File: src/rtl/alu_exec.sv
// Execute stage feeding the 10x15 register file write port: single-cycle ALU ops plus
// an optional 15-iteration shift-add multiplier, enabled by defining ALUEXEC_MUL_EN.
module alu_exec #(
  parameter int DW   = 15,
  parameter int NREG = 10,
  parameter int AW   = 4
) (
  input  logic          aluexecCLK,
  input  logic          aluexecRSTN,
  input  logic          aluexecIV,
  output logic          aluexecRDY,
  input  logic [2:0]    aluexecOP,
  input  logic [DW-1:0] aluexecA,
  input  logic [DW-1:0] aluexecB,
  input  logic [AW-1:0] aluexecDST,
  output logic          aluexecWE,
  output logic [AW-1:0] aluexecWA,
  output logic [DW-1:0] aluexecWD,
  output logic          aluexecZ,
  output logic          aluexecC,
  output logic          aluexecERR
);

  localparam logic [2:0] OP_MUL = 3'b111;

  // Returns {flag, result}; the flag lands in the bit just above the result.
  function automatic logic [DW:0] alu_f(input logic [2:0] op, input logic [DW-1:0] a,
                                        input logic [DW-1:0] b);
    logic [2*DW-1:0] sh;
    logic [DW:0]     r;
    r  = '0;
    sh = '0;
    case (op)
      3'b000: r = {1'b0, a} + {1'b0, b};
      3'b001: r = {1'b0, a} - {1'b0, b};
      3'b010: r = {1'b0, a & b};
      3'b011: r = {1'b0, a | b};
      3'b100: r = {1'b0, a ^ b};
      3'b101: begin
        sh = {{DW{1'b0}}, a} << b[3:0];
        r  = {sh[DW], sh[DW-1:0]};
      end
      3'b110: begin
        sh = {a, {DW{1'b0}}} >> b[3:0];
        r  = {sh[DW-1], sh[2*DW-1:DW]};
      end
      default: r = '0;
    endcase
    return r;
  endfunction

  function automatic logic dst_ok(input logic [AW-1:0] d);
    return int'(d) < NREG;
  endfunction

  logic          fire;
  logic          sc_fire;
  logic          sc_ok;
  logic [DW:0]   res_p0;

  assign fire   = aluexecIV && aluexecRDY;
  assign res_p0 = alu_f(aluexecOP, aluexecA, aluexecB);
  assign sc_ok  = dst_ok(aluexecDST) && (aluexecOP != OP_MUL);

`ifdef ALUEXEC_MUL_EN
  typedef enum logic {S_IDLE, S_MUL} state_t;
  state_t          state, state_nxt;
  logic [3:0]      cnt_p1;
  logic [2*DW-1:0] mcd_p1, acc_p1, acc_nxt;
  logic [DW-1:0]   mpl_p1;
  logic [AW-1:0]   dst_p1;
  logic            mul_last;

  assign sc_fire  = fire && (aluexecOP != OP_MUL);
  assign mul_last = (state == S_MUL) && (cnt_p1 == 4'(DW-1));
  assign acc_nxt  = acc_p1 + (mpl_p1[0] ? mcd_p1 : '0);

  always_comb begin
    state_nxt  = state;
    aluexecRDY = 1'b0;
    case (state)
      S_IDLE: begin
        aluexecRDY = 1'b1;
        if (aluexecIV && aluexecOP == OP_MUL) state_nxt = S_MUL;
      end
      S_MUL: if (cnt_p1 == 4'(DW-1)) state_nxt = S_IDLE;
      default: state_nxt = S_IDLE;
    endcase
  end

  always_ff @(posedge aluexecCLK) begin
    if (!aluexecRSTN) begin
      state  <= S_IDLE;
      cnt_p1 <= '0;
    end else begin
      state <= state_nxt;
      if (fire) cnt_p1 <= '0;
      else if (state == S_MUL) cnt_p1 <= cnt_p1 + 4'd1;
    end
  end

  // Multiply datapath: one partial product folded in per cycle, no reset needed.
  always_ff @(posedge aluexecCLK) begin
    if (fire && aluexecOP == OP_MUL) begin
      mcd_p1 <= {{DW{1'b0}}, aluexecA};
      mpl_p1 <= aluexecB;
      acc_p1 <= '0;
      dst_p1 <= aluexecDST;
    end else if (state == S_MUL) begin
      acc_p1 <= acc_nxt;
      mcd_p1 <= mcd_p1 << 1;
      mpl_p1 <= mpl_p1 >> 1;
    end
  end
`else
  assign aluexecRDY = 1'b1;
  assign sc_fire    = fire;
`endif

  // Writeback stage: result, flags and the WE/ERR pulse.
  always_ff @(posedge aluexecCLK) begin
    if (!aluexecRSTN) begin
      aluexecWE  <= 1'b0;
      aluexecERR <= 1'b0;
      aluexecWA  <= '0;
      aluexecWD  <= '0;
      aluexecZ   <= 1'b0;
      aluexecC   <= 1'b0;
    end else begin
      aluexecWE  <= 1'b0;
      aluexecERR <= 1'b0;
      if (sc_fire) begin
        aluexecWA  <= aluexecDST;
        aluexecWD  <= res_p0[DW-1:0];
        aluexecZ   <= (res_p0[DW-1:0] == '0);
        aluexecC   <= res_p0[DW];
        aluexecWE  <= sc_ok;
        aluexecERR <= !sc_ok;
      end
`ifdef ALUEXEC_MUL_EN
      else if (mul_last) begin
        aluexecWA  <= dst_p1;
        aluexecWD  <= acc_nxt[DW-1:0];
        aluexecZ   <= (acc_nxt[DW-1:0] == '0);
        aluexecC   <= |acc_nxt[2*DW-1:DW];
        aluexecWE  <= dst_ok(dst_p1);
        aluexecERR <= !dst_ok(dst_p1);
      end
`endif
    end
  end

endmodule
File: config.mk
export PLATFORM = sky130hd
export DESIGN_NAME = alu_exec
export DESIGN_NICKNAME = d
export VERILOG_FILES = /design/src/rtl/alu_exec.sv
export SDC_FILE = /design/constraint.sdc
export NUM_CORES = 1
export LEC_CHECK = 0
export ABC_AREA = 1
export BUFFER_PORTS_ARGS = -buffer_cell sky130_fd_sc_hd__buf_2
export CORE_AREA = 10 10 105 107
export DETAILED_ROUTE_END_ITERATION = 7
export DIE_AREA = 0 0 115 117
export HOLD_SLACK_MARGIN = 0.05
export MAX_ROUTING_LAYER = met4
export PLACE_DENSITY = 0.73
export SLEW_MARGIN = 30
export SYNTH_ARGS = -nofsm -noshare
export SYNTH_HDL_FRONTEND = slang
export SYNTH_SLANG_ARGS = --single-unit
File: constraint.sdc
create_clock -name aluexecCLK -period 3.2 [get_ports aluexecCLK]
set_input_delay 0.64 -clock aluexecCLK [delete_from_list [all_inputs] [get_ports aluexecCLK]]
set_output_delay 0.64 -clock aluexecCLK [all_outputs]
set_load 0.01 [all_outputs]
Yosys cells after proc, flatten, opt, wreduce, memory -nomap -nowiden
Index checks and enable logic that the tools add are counted.
- register bits: 23
- input port bits: 40
- add/sub/neg operators: 2
- order comparisons: 1
- equality and inequality tests: 7
- shift-type cells: 2
- multiplexer cells: 1
- bitwise gates (word level): 3
- reduce and logical (&&, ||, !) cells: 5
- operators by type and width (operator ; count):
    $pmux W16 S7 ; 1
    $shr A30 B4 Y30 ; 1
    $add A15 B15 Y16 ; 1
    $shl A15 B4 Y16 ; 1
    $sub A15 B15 Y16 ; 1
    $and A15 B15 Y15 ; 1
    $logic_not A15 Y1 ; 1
    $or A15 B15 Y15 ; 1
    $xor A15 B15 Y15 ; 1
    $eq A3 B3 Y1 const B ; 3
    $eq A3 B2 Y1 const B ; 2
    $lt A4 B4 Y1 const B ; 1
    $eq A3 B1 Y1 const B ; 1
    $logic_not A3 Y1 ; 1
    $ne A3 B3 Y1 const B ; 1
    $reduce_and A2 Y1 ; 1
    $logic_and A1 B1 Y1 ; 1
    $logic_not A1 Y1 ; 1

Longest topological paths before layout
- depth after elaboration: 3
- gate-level depth with buffers: 27
- depth with buffers taken out: 25

Worst setup path before layout
OpenSTA, ideal clock, no wires.
- path type: input -> register
- start point: input port aluexecB[0]
- end point: register aluexecZ
- library setup time: 0.059 ns
- arrival time: 3.144 ns
- slack: -0.002 ns
- stages on the path: 27
- buffers on the path: 2
- path through: buf_6 > inv_4 > buf_6 > ha_1 > inv_1 > nor3_1 > inv_1 > nor3_1 > nand2_1 > nor2_1 > nand2_1 > nand2_1 > xor2_1 > inv_1 > ha_1 > nand2_1 > nor2_1 > nand3_1 > nand3_1 > nand2_1 > nand3_1 > nand2_1 > inv_1 > nand2_1 > nor2_1 > nand3_1 > nand2_1
- word-level cells in the longest chain between the ends: 3
- elaborated cells between the ends (all ways): 9
- classes of those cells: add/sub: 2; shift: 2; mux: 1; bitwise: 3; reduce/logical: 1
- RTL lines (item ; line ; RTL):
    start: declaration ; 14 ; input logic [DW-1:0] aluexecB,
    $sub A15 B15 Y16, or another cell as far along ; 35 ; 3'b001: r = {1'b0, a} - {1'b0, b};
    $pmux W16 S7 * ; 33 ; case (op)
    $logic_not A15 Y1 * ; 135 ; aluexecZ <= (res_p0[DW-1:0] == '0);
    end signal: assignment ; 135 ;
    end: declaration ; 19 ; output logic aluexecZ,
Every way passes the cells marked *; elsewhere a longest branch is shown, timed or not.
A chain may end at the register's enable or synchronous reset.

Worst setup path in the final report
- start point: input port aluexecB[1]
- end point: register aluexecZ
The elaborated chain is that of the path after synthesis.

==> flow_metrics.env <==
export IMPL_setup_violations=0
export IMPL_clock_path_buffers=2
export IMPL_die_x_um=115
export IMPL_drt_total_wl_um=15200
export IMPL_fin_crit_sh_pct=98.2
export IMPL_ys_ff_latch=23
export IMPL_setup_slack_ns=0.0577
export IMPL_ant_nets=0
export IMPL_syn_nets=824
export IMPL_start_util_pct=46.2
export IMPL_wl_per_cell_um=16.2
export IMPL_drtIter0Drc=511
export IMPL_hp_class="reg2reg"
export IMPL_fin_tns_setup_ns=0
export IMPL_netlist_instances=736
export IMPL_maxCapViolations=0
export IMPL_relSlewSlack_pct=57.3
export IMPL_cts_tree="yes"
export IMPL_clkLatencyLatePin_ns=0.26
export IMPL_synthTopCellsByArea="nand2_1 19%, nand3_1 16%, ha_1 14%"
export IMPL_final_core_util_pct=56.6
export IMPL_dieArea_um2=13500
export IMPL_hold_viol=0
export IMPL_ys_seq_area_share_pct=11.1
export IMPL_final_common_cell="nand2_1"
export IMPL_grt_pass1_vias=4861
export IMPL_rsz0062_at_grt="true"
export IMPL_num_nets_final=917
export IMPL_syn_cell_area_um2=4170
export IMPL_portBuffers=62
export IMPL_finalWeightedCongestion=0.984
export IMPL_layout_common_cells="208 x nand2_1, 131 x nand3_1, 87 x inv_1"
export IMPL_crit_path_end_kind="flip-flop"
export IMPL_hold_ws_ns=0.461
export IMPL_skew_ns=0
export IMPL_fin_crit_ns=3.14
export IMPL_switchingPower_mw=0.610
export IMPL_track_usage_pct=22.0
export IMPL_dp_hpwl_um=12500
export IMPL_required_ns=3.41
export IMPL_synthFlopType="dfxtp_1"
export IMPL_worst_pin_slew_ns=0.638
export IMPL_viasPerCell=5.47
export IMPL_internal_power_mw=0.722
export IMPL_insertedDiodeCount=0
export IMPL_antenna_found_initial=0
export IMPL_drive_gt1_share_pct=21.3
export IMPL_clkSlewWorstSetupHoldPaths_ns=0.07
export IMPL_synth_avg_cell_area_um2=5.66
export IMPL_power_density_nw_per_um2=261
export IMPL_row_count=35
export IMPL_num_vias=5137
export IMPL_drc_errors=0
export IMPL_power_total_mw=1.33
export IMPL_worstSetupStartpointType="input port"
export IMPL_place_worst_setup_slack_ns=-0.311
export IMPL_area_growth_pct=22.6
export IMPL_p_comb_share_pct=62.9
export IMPL_crit_fanout=4
export IMPL_grt_max_degree=37
export IMPL_yosysWarnings=0
export IMPL_netlist_area_leader_share_pct=19.3
export IMPL_critPathArrivalTime_ns=3.35
export IMPL_vdd_ir_drop_max_uv=139
export IMPL_seq_power_share_pct=23.8
export IMPL_ios=64
export IMPL_cts_hold_buf=0
export IMPL_outcome="completed"
export IMPL_core_area_um2=9020
export IMPL_cts_buffers=3
export IMPL_root_buffer="clkbuf_8"
export IMPL_firstDrtPassIters=5
export IMPL_power_clock_fraction_pct=13.4
export IMPL_drv_slew=0
export IMPL_overflow=0
export IMPL_p_leak_nw=2.85
export IMPL_ctsHtreeMaxLevel=1
export IMPL_clock_sinks=23
export IMPL_ys_types=35
export IMPL_switching_share_pct=45.8
export IMPL_synth_edff_count=0
export IMPL_fmax_ghz=0.318
export IMPL_synth_largest_area_cell="nand2_1"
export IMPL_critPathKind="in2reg"
export IMPL_grt_pass1_wl_um=23600
export IMPL_die_h_um=117
export IMPL_synth_async_reset_ratio_pct=0
power by group through the flow:
| stage | logic [mW] | clock network [mW] | registers, mW |
|---|---|---|---|
| 4_1_cts | 0.770 | 0.181 | 0.317 |
| 6_report | 0.837 | 0.178 | 0.317 |
| 2_1_floorplan | 0.465 | 0 | 0.333 |
| 3_5_place_dp | 0.767 | 0 | 0.323 |
| 3_3_place_gp | 0.755 | 0 | 0.322 |
| 5_1_grt | 0.923 | 0.199 | 0.319 |
worst paths after layout:
path	start	to	slack [ns]	cells after the start
min reg2reg	aluexecZ	aluexecZ	0.46	2
max reg2reg	aluexecWD[0]	aluexecWD[0]	2.57	1
max	aluexecB[1]	aluexecZ	0.06	24
min	aluexecZ	aluexecZ	0.46	2
routing by layer:
layer | GRT usage, % | vias to the layer above | wire [µm]
met2 | 36.3 | 195 | 7200
li1 | - | 2585 | -
met5 | - | - | 0
met3 | 3.16 | 36 | 1090
met4 | 7.84 | 0 | 514
met1 | 26.9 | 2321 | 6390
what timing repair did:
action	CTS	global route
endpoints found under the setup margin	4	9
pin swaps	0	19
gates resized for setup	1	52
setup buffers	0	3
metrics by stage:
step | instance area, µm² | instances
floorplan | 4180 | 736
global placement | 4850 | 933
detailed placement | 4850 | 933
CTS | 4900 | 937
global route | 5110 | 939
finish | 5110 | 939
logic make-up (layout without fill, tap and decap cells):
group	Yosys count	after routing	synth area share, %
compound gates	81	81	11.8
xor+xnor	13	13	2.73
fa+ha+maj	48	48	14.6
buf+inv	123	215	12.6
flops	23	23	11.1
other cells	1	1	0.0900
simple gates	447	447	47.2
cells in the mapped netlist, types with 7 or more instances:
cell / instances
nand4_1: 10
ha_1: 47
a21oi_1: 24
inv_1: 90
buf_2: 12
xor2_1: 13
nand3_1: 134
o211ai_1: 7
nand2_1: 214
or2_2: 8
a22o_1: 13
dfxtp_1: 23
o21ai_0: 28
nor2_1: 58
critical path, cell delays in order:
cell and delay, ns:
buf_8 0.11, inv_6 0.05, ha_4 0.13, inv_4 0.04
nor3_4 0.20, inv_2 0.07, nor3_4 0.19, nand2_2 0.10
nor2_4 0.12, nand2_2 0.08, nand2_2 0.07, xor2_1 0.15
inv_1 0.09, ha_4 0.28, a21oi_4 0.17, o21a_1 0.15
nand2_1 0.08, nand2_1 0.08, nand2_1 0.07, a21oi_2 0.16
nand2_1 0.07, nor2_1 0.11, nand3_1 0.08, nand2_1 0.07
cell type report:
type	instances	area, µm²
Inverter	96	370
Fill cell	947	3910
Clock buffer	4	45.0
Sequential cell	23	460
Timing Repair Buffer	115	724
Tap cell	111	139
Multi-Input combinational cell	590	3370
sequential cells by signal, summed over array words and instances, names as in the netlist:
register,count
aluexecWE,1
aluexecZ,1
aluexecC,1
aluexecERR,1
aluexecWD,15
aluexecWA,4
Note: power is estimated with default switching activity, not from simulation.
